File: src/rtl/cpu_writeback_pkg.sv
// Shared types for the risc16 core: register-file write task, memory-to-writeback
// task, write-back source select and the write-back FSM state encoding.
package risc16;

    localparam int REG_ADDR_WIDTH = 3;
    localparam int REG_DATA_WIDTH = 16;

    typedef struct packed {
        logic                      wr_en;
        logic [REG_ADDR_WIDTH-1:0] reg_addr;
        logic [REG_DATA_WIDTH-1:0] wr_data;
    } wb_task_t;

    typedef enum logic [1:0] {
        WB_SRC_ALU = 2'b00,
        WB_SRC_PC1 = 2'b01,
        WB_SRC_MEM = 2'b10
    } wb_src_t;

    typedef struct packed {
        logic                      wr_en;
        logic [REG_ADDR_WIDTH-1:0] reg_addr;
        wb_src_t                   src_sel;
        logic [REG_DATA_WIDTH-1:0] alu_data;
        logic [REG_DATA_WIDTH-1:0] pc;
    } mem_wb_task_t;

    typedef enum logic {
        ST_IDLE      = 1'b0,
        ST_WAIT_LOAD = 1'b1
    } wb_state_t;

    // A write reaches the register file only when enabled and not aimed at r0.
    function automatic logic writes_reg(input logic wr_en, input logic [REG_ADDR_WIDTH-1:0] addr);
        return wr_en && (addr != {REG_ADDR_WIDTH{1'b0}});
    endfunction

    // Non-load write-back data; unknown selects fall back to the ALU result.
    function automatic logic [REG_DATA_WIDTH-1:0] direct_data(input mem_wb_task_t t);
        logic [REG_DATA_WIDTH-1:0] d;
        case (t.src_sel)
            WB_SRC_PC1: d = t.pc + 16'd1;
            WB_SRC_ALU: d = t.alu_data;
            default:    d = t.alu_data;
        endcase
        return d;
    endfunction

endpackage

File: src/rtl/cpu_writeback.sv
// Write-back stage: retires ALU/PC+1 results in one cycle and holds the pipeline
// while a load waits for its data, producing a registered register-file write task.
module cpu_writeback
    import risc16::*;
(
    input  logic                      clk_i,
    input  logic                      rst_i,
    input  logic                      in_valid_i,
    output logic                      in_ready_o,
    input  mem_wb_task_t              in_task_i,
    input  logic                      dmem_rvalid_i,
    input  logic [REG_DATA_WIDTH-1:0] dmem_rdata_i,
    output wb_task_t                  task_o,
    output logic                      pend_valid_o,
    output logic [REG_ADDR_WIDTH-1:0] pend_addr_o,
    output logic [15:0]               retired_o,
    output logic                      err_o
);

    wb_state_t                 state_r;
    wb_state_t                 state_next_s;
    wb_task_t                  task_r;
    logic                      ld_wr_en_r;
    logic [REG_ADDR_WIDTH-1:0] ld_addr_r;
    logic [15:0]               retired_r;
    logic                      err_r;

    logic                      retire_s;
    logic                      latch_s;
    logic                      ret_wr_en_s;
    logic [REG_ADDR_WIDTH-1:0] ret_addr_s;
    logic [REG_DATA_WIDTH-1:0] ret_data_s;

    // FSM state register.
    always_ff @(posedge clk_i or posedge rst_i) begin
        if (rst_i) begin
            state_r <= ST_IDLE;
        end else begin
            state_r <= state_next_s;
        end
    end

    // Next state and the instruction retiring on this edge, if any.
    always_comb begin
        state_next_s = state_r;
        retire_s     = 1'b0;
        latch_s      = 1'b0;
        ret_wr_en_s  = 1'b0;
        ret_addr_s   = {REG_ADDR_WIDTH{1'b0}};
        ret_data_s   = {REG_DATA_WIDTH{1'b0}};
        case (state_r)
            ST_IDLE: begin
                if (in_valid_i) begin
                    if (in_task_i.src_sel == WB_SRC_MEM) begin
                        state_next_s = ST_WAIT_LOAD;
                        latch_s      = 1'b1;
                    end else begin
                        retire_s    = 1'b1;
                        ret_wr_en_s = in_task_i.wr_en;
                        ret_addr_s  = in_task_i.reg_addr;
                        ret_data_s  = direct_data(in_task_i);
                    end
                end else begin
                    state_next_s = ST_IDLE;
                end
            end
            ST_WAIT_LOAD: begin
                if (dmem_rvalid_i) begin
                    state_next_s = ST_IDLE;
                    retire_s     = 1'b1;
                    ret_wr_en_s  = ld_wr_en_r;
                    ret_addr_s   = ld_addr_r;
                    ret_data_s   = dmem_rdata_i;
                end else begin
                    state_next_s = ST_WAIT_LOAD;
                end
            end
            default: begin
                state_next_s = ST_IDLE;
            end
        endcase
    end

    // Write task, pending-load latch, retire counter and sticky error flag.
    always_ff @(posedge clk_i or posedge rst_i) begin
        if (rst_i) begin
            task_r     <= '0;
            ld_wr_en_r <= 1'b0;
            ld_addr_r  <= {REG_ADDR_WIDTH{1'b0}};
            retired_r  <= 16'd0;
            err_r      <= 1'b0;
        end else begin
            task_r.wr_en <= retire_s && writes_reg(ret_wr_en_s, ret_addr_s);
            // Suppressed or absent writes leave address and data untouched.
            if (retire_s && writes_reg(ret_wr_en_s, ret_addr_s)) begin
                task_r.reg_addr <= ret_addr_s;
                task_r.wr_data  <= ret_data_s;
            end
            if (retire_s) begin
                retired_r <= retired_r + 16'd1;
            end
            if (latch_s) begin
                ld_wr_en_r <= in_task_i.wr_en;
                ld_addr_r  <= in_task_i.reg_addr;
            end else if ((state_r == ST_WAIT_LOAD) && dmem_rvalid_i) begin
                ld_wr_en_r <= 1'b0;
                ld_addr_r  <= {REG_ADDR_WIDTH{1'b0}};
            end
            if (dmem_rvalid_i && (state_r == ST_IDLE)) begin
                err_r <= 1'b1;
            end
        end
    end

    assign in_ready_o   = (state_r == ST_IDLE);
    assign pend_valid_o = (state_r == ST_WAIT_LOAD);
    assign pend_addr_o  = ld_addr_r;
    assign task_o       = task_r;
    assign retired_o    = retired_r;
    assign err_o        = err_r;

endmodule

File: config.mk
export PLATFORM = sky130hd
export DESIGN_NAME = cpu_writeback
export DESIGN_NICKNAME = d
export VERILOG_FILES = /design/src/rtl/cpu_writeback_pkg.sv /design/src/rtl/cpu_writeback.sv
export SDC_FILE = /design/constraint.sdc
export NUM_CORES = 1
export LEC_CHECK = 0
export ABC_AREA = 0
export CAP_MARGIN = 20
export CORE_MARGIN = 3
export CORE_UTILIZATION = 43
export DETAILED_ROUTE_END_ITERATION = 7
export PLACE_DENSITY = 0.8
export SYNTH_ARGS = -nofsm -noshare
export SYNTH_HDL_FRONTEND = slang
export SYNTH_SLANG_ARGS = --single-unit
File: constraint.sdc
create_clock -name clk_i -period 1.8 [get_ports clk_i]
set_input_delay 0.18 -clock clk_i [delete_from_list [all_inputs] [get_ports clk_i]]
set_output_delay 0.18 -clock clk_i [all_outputs]
set_load 0.01 [all_outputs]
==> results of run 1 <==
metrics by stage:
stage	hold slack [ns]	TNS, ns	std cells	setup slack, ns	instance area, µm²
CTS	0.228	0	459	0.146	3850
detailed placement	0.457	-1.19	451	-0.152	3760
global placement	0.441	-0.393	451	-0.0744	3760
global route	0.252	0	459	0.0213	3850
floorplan	0.279	0	259	0.232	2460
finish	0.218	0	459	0.137	3850
cell type report:
class,instances,area [µm²]
Sequential cell,42,1050
Tap cell,70,87.6
Clock inverter,3,21.3
Timing Repair Buffer,131,1270
Multi-Input combinational cell,200,1330
Fill cell,390,1450
Clock buffer,5,68.8
Inverter,8,30.0
final timing paths:
path	to	slack [ns]	cells after the start
worst max-delay path	task_o[6]$_DFFE_PP0P_	0.14	5
worst min-delay path	task_o[15]$_DFFE_PP0P_	0.22	2
worst max register to register	task_o[6]$_DFFE_PP0P_	0.14	5
worst min register to register	err_o$_DFFE_PP0P_	0.47	1
max in group asynchronous	retired_o[13]$_DFFE_PP0P_	1.07	3
min in group clk_i	task_o[11]$_DFFE_PP0P_	0.45	3
flip-flops by register name, summed over array words and instances, names as in the netlist:
register and flops:
pend_addr_o 3, task_o 20, retired_o 16, pend_valid_o 1, ld_wr_en_r 1, err_o 1
per-layer routing:
| metal | up-vias | global-route usage | part of all wire |
|---|---|---|---|
| met4 | 0 | 0.0764 | 0.018 |
| met2 | 99 | 0.373 | 0.48 |
| met5 | - | 0 | 0 |
| li1 | 1172 | - | - |
| met3 | 14 | 0.0526 | 0.072 |
| met1 | 1111 | 0.276 | 0.43 |
kinds of logic after synthesis:
kind of cell,count (synthesis),share of synthesized area
compound gates,57,0.164
xor+xnor,29,0.103
fa+ha+maj,7,0.0305
buf+inv,17,0.0341
flops,42,0.427
mux,1,0.00458
simple gates,106,0.236
power by group through the flow:
stage	clock network (mW)	registers [mW]	logic, mW
finish	0.602	1.39	1.32
CTS	0.622	1.39	1.33
global placement	0	1.39	1.30
detailed placement	0	1.40	1.33
global route	0.667	1.42	1.43
floorplan	0	1.47	0.442
cells in the final DEF, fill, tap and decap left out, drive strengths merged, types with 6 or more instances in the layout:
master,synthesis,routed
o21ai,9,9
nand2,32,32
dfrtp,42,42
nand3,12,12
clkdlybuf4s50,0,99
buf,8,32
inv,8,7
nor2,32,32
xor2,17,17
a31oi,6,6
nand4,6,6
a21oi,18,18
xnor2,12,12
==> summary.md, run 1 <==
| Metric | Value |
|---|---|
| Async SR Flop Fraction | 1.00 |
| Gr usage total | 0.221 |
| Die ar. | 0.00666 mm² |
| Warnings from Yosys | 0 |
| Crit-path max cell delay | between 0.4 and 0.5 ns |
| VDD IR max | 0.458 mV |
| Ports | 100 |
| Root Buffer | clkbuf_8 |
| Maximum fanout along the worst path | 23 |
| Type of origin of the critical path | flip-flop |
| Die span in x | 81.6 µm |
| Vias per Instance | 5.22 |
| Static leakage power | 1.58 nW |
| Max-cap violations | 0 |
| Avg WL per Cell | 14.8 µm |
| Worst R2R Start | pend_addr_o[0]$_DFFE_PP0P_ |
| Hold buffer count at CTS | 0 |
| CTS sink count | 42 |
| Bufs and invs on worst path | 1 |
| CTS Buf Count | 5 |
| Share of cells above drive strength 1 | 0.152 |
| Nets | 448 |
| Mean Syn Cell Area | 9.50 µm² |
| Remaining global-route overflow | 0 |
| Post-synth top area cell | dfrtp_1 |
| Clk_lat worst skew | around 0.29 ns |
| Vias | 2396 |
| Most frequent cell after synthesis | dfrtp_1 |
| Syn Nets | roughly 320 |
| Combinational share of power | 0.399 |
| IO buf count | 99 |
| Antenna violations before repair | 0 |
| Post-Syn Instances | roughly 260 |
| Final min period | 1.66 ns |
| Pin count of the biggest net entering global routing | 25 |
| Slew margin rel. | 0.534 |
| Vias in the first global route | 2443 |
| Worst path slowest cell | dfrtp_1 |
| Resized Gates After CTS | 0 |
| Num rows | 26 |
| # DRC | 0 |
| P_int | roughly 2.2 mW |
| Initial drt markers | approximately 110 |
| Area Growth Syn to Fin | 56.6% |
| Worst EP required | between 1.5 and 2 ns |
| Final setup fails | 0 |
| Status | complete, no violations |
| Post-route ant nets | 0 |
| Postcts setup bufs | 0 |
| Detailed Routing Iterations Pass 1 | 4 |
| Synth unique cells | 45 |
| Sequential area share after synthesis | 0.427 |
| Setup crit end kind | flip-flop |
| Layout Skew | 0.0129 ns |
| Pwr Density | between 800 and 900 mW/mm² |
| CP Class | reg2reg |
| Starting Density | 0.464 |
| Fmax | 0.601 GHz |
| CTS tree | done |
| H-tree levels | 2 |
| Yosys top cell area share | 0.427 |
| Die height | 81.6 µm |
| Synth top area cells | dfrtp_1, xor2_1, nand2_1 |
| Critical path, cell by cell | o211a_1, a311oi_2, o22ai_4, buf_12, o22a_1 |
| # diodes | 0 |
| First-pass GRT wire length | 11400 µm |
| Number of synthesized register bits | 42 |
| Mapped Area | 0.00246 mm² |
| WL final | 6790 µm |
| RSZ-0062 raised after global routing | no |
| CTS Buffer Depth | 2 |
| Worst hold path class | in2async |
| Delay-heaviest family, CP | compound AO/OA/AOI/OAI gates |
| Net Sw Frac | 0.327 |
| Core ar. | 0.00530 mm² |
| Power share of the clock group | 0.182 |
| Post-synth EDFFs | 0 |
| P_sw | roughly 1.1 mW |
| Period utilization | 0.924 |
| Placer Congestion | 0.875 |
| Post-DP HPWL | 5620 µm |
| Pins Over Slew Limit | 0 |
| Post-synth top cells | dfrtp_1, nand2_1, nor2_1 |
| Setup crit start | pend_addr_o[0]$_DFFE_PP0P_ |
| Worst Max-Slew Pin Slew | 0.695 ns |
| CP arrival | about 1.9 ns |
| Post-Route Utilization | 0.727 |
| Sequential share of power | 0.419 |
| Final Hold Fails | 0 |
| Main synth FF type | dfrtp_1 |
| Reg clk slew, reported paths | roughly 0.09 ns |
| Tot Pwr | about 3.3 mW |
Power figures use the tool's default switching activity.
==> run 2: changes to the inputs <==
- CORE_UTILIZATION: 43 -> 36
- PLACE_DENSITY: 0.8 -> 0.69
==> summary.md, run 2 (synthesis gave the netlist of run 1 again) <==
| Metric | Value |
|---|---|
| Net Sw Frac | 0.302 (was 0.327) |
| Fill count | 559 (was 390) |
| CTS tree | done (unchanged) |
| Most frequent cells in the layout | clkdlybuf4s50_1, dfrtp_1, buf_4, nand2_1, nor2_1 (was clkdlybuf4s50_1, dfrtp_1, nand2_1, nor2_1, buf_4) |
| Worst Max-Slew Pin Slew | 0.472 ns (was 0.695 ns) |
| Nets | 459 (was 448) |
| Status | complete, no violations (unchanged) |
| Root Buffer | clkbuf_8 (unchanged) |
| P_int | 2.52 mW (was 2.22 mW) |
| Worst hold path class | in2async (unchanged) |
| Pin count of the biggest net entering global routing | 43 (was 25) |
| WL final | 6910 µm (was 6790 µm) |
| Post-DP HPWL | 5600 µm (was 5620 µm) |
| Fmax | 0.598 GHz (was 0.601 GHz) |
| Multi-input logic area | 0.00133 mm² (unchanged) |
| Initial drt markers | 110 (was 113) |
| Worst R2R Path Depth | 5 (unchanged) |
| Ports | 100 (unchanged) |
| Sequential share of power | 0.382 (was 0.419) |
| Power share of the clock group | 0.248 (was 0.182) |
| Max reg flops | 20 (unchanged) |
| Hold buffer count at CTS | 0 (unchanged) |
| Placer Congestion | 0.934 (was 0.875) |
| Type of origin of the critical path | flip-flop (unchanged) |
| Die span in x | 88.7 µm (was 81.6 µm) |
| Starting Density | 0.379 (was 0.464) |
| Pwr Density | 908 mW/mm² (was 858 mW/mm²) |
| P_sw | 1.09 mW (was 1.08 mW) |
| CTS Buffer Depth | 2 (unchanged) |
| Worst EP required | 1.98 ns (was 1.99 ns) |
| Final min period | 1.67 ns (was 1.66 ns) |
| Antenna violations before repair | 0 (unchanged) |
| Layout Skew | 0.00878 ns (was 0.0129 ns) |
| Detailed Routing Iterations Pass 1 | 5 (was 4) |
| # DRC | 0 (unchanged) |
| CTS sink count | 42 (unchanged) |
| Maximum fanout along the worst path | 37 (was 23) |
| Seq. cell area | 0.00105 mm² (unchanged) |
| Final hold slack | 0.226 ns (was 0.218 ns) |
| Post-Layout Cell Count | 477 (was 459) |
| Resized Gates After CTS | 0 (unchanged) |
| Combinational share of power | 0.369 (was 0.399) |
| VDD IR max | 0.408 mV (was 0.458 mV) |
| Vias in the first global route | 2402 (was 2443) |
| Gr usage total | 0.184 (was 0.221) |
| Share of cells above drive strength 1 | 0.175 (was 0.152) |
| Setup crit end kind | flip-flop (unchanged) |
| Vias | 2473 (was 2396) |
| # diodes | 0 (unchanged) |
| RSZ-0062 raised after global routing | no (unchanged) |
| Pins Over Slew Limit | 0 (unchanged) |
| Final setup fails | 0 (unchanged) |
| Num rows | 29 (was 26) |
| CP arrival | 1.86 ns (was 1.85 ns) |
| CTS Buf Count | 5 (unchanged) |
| Tot Pwr | 3.61 mW (was 3.31 mW) |
| Max-cap violations | 0 (unchanged) |
| Vias per Instance | 5.18 (was 5.22) |
| Avg WL per Cell | 14.5 µm (was 14.8 µm) |
| Final Hold Fails | 0 (unchanged) |
| Setup TNS | 0 ns (unchanged) |
| Most common cell after layout, fill and taps aside | clkdlybuf4s50_1 (unchanged) |
| Die ar. | 0.00786 mm² (was 0.00666 mm²) |
| H-tree levels | 2 (unchanged) |
| Core ar. | 0.00649 mm² (was 0.00530 mm²) |
| Remaining global-route overflow | 0 (unchanged) |
| Post-route ant nets | 0 (unchanged) |
| IO buf count | 99 (unchanged) |
| Period utilization | 0.929 (was 0.924) |
| First-pass GRT wire length | 11300 µm (was 11400 µm) |
| Clk_lat worst skew | 0.29 ns (about the same) |
| Static leakage power | 1.65 nW (was 1.58 nW) |
| Reg clk slew, reported paths | 0.09 ns (about the same) |
| Die height | 88.7 µm (was 81.6 µm) |
| Placed Instances | 469 (was 451) |
| Postcts setup bufs | 0 (unchanged) |
| Slew margin rel. | 0.684 (was 0.534) |
| Area Growth Syn to Fin | 61.7% (was 56.6%) |
| CP Class | reg2reg (unchanged) |
==> run 2: path summary, 6_finish.rpt <==
path,start,slack (ns),end
min,rst_i,0.23,retired_o[10]$_DFFE_PP0P_
max,pend_addr_o[0]$_DFFE_PP0P_,0.13,task_o[10]$_DFFE_PP0P_
max in group asynchronous,rst_i,1.37,task_o[16]$_DFFE_PP0P_
min in group clk_i,dmem_rdata_i[11],0.44,task_o[11]$_DFFE_PP0P_
min reg2reg,err_o$_DFFE_PP0P_,0.47,err_o$_DFFE_PP0P_
max reg2reg,pend_addr_o[0]$_DFFE_PP0P_,0.13,task_o[10]$_DFFE_PP0P_
==> run 2: metrics by stage <==
step | utilization | area (µm²) | setup slack [ns]
6_report | 0.613 | 3980 | 0.128
5_1_grt | 0.613 | 3980 | 0.0137
4_1_cts | 0.613 | 3980 | 0.113
3_5_place_dp | 0.591 | 3840 | -0.117
3_3_place_gp | 0.591 | 3840 | -0.0757
2_1_floorplan | - | 2460 | 0.232
==> run 2: layer usage <==
layer  up-vias  GRT usage  share of wire
met3         8     0.0503          0.076
li1       1202          -              -
met1      1155      0.244           0.46
met4         0     0.0398          0.011
met5         -          0              0
met2       108      0.299           0.45
==> run 2: power groups by stage <==
stage / clock (mW) / combinational, mW / sequential (mW)
6_report: 0.896 / 1.33 / 1.38
5_1_grt: 0.953 / 1.45 / 1.42
2_1_floorplan: 0 / 0.442 / 1.47
3_5_place_dp: 0 / 1.35 / 1.40
4_1_cts: 0.914 / 1.35 / 1.38
3_3_place_gp: 0 / 1.33 / 1.39
==> run 2: critical path, cell delays in order, from the launching register on <==
cell	delay [ns]
dfrtp_1	0.44
o211a_1	0.29
a311oi_2	0.34
o22ai_4	0.12
buf_12	0.18
o22a_1	0.20
==> run 2: final cells by class <==
class,instances,share of cell area
flip-flops and latches,42,0.264
repair buffers,142,0.336
clock buffers,5,0.0173
multi-input cells,200,0.333
clock inverters,3,0.0173
inverters,8,0.00755
well taps,77,0.0242
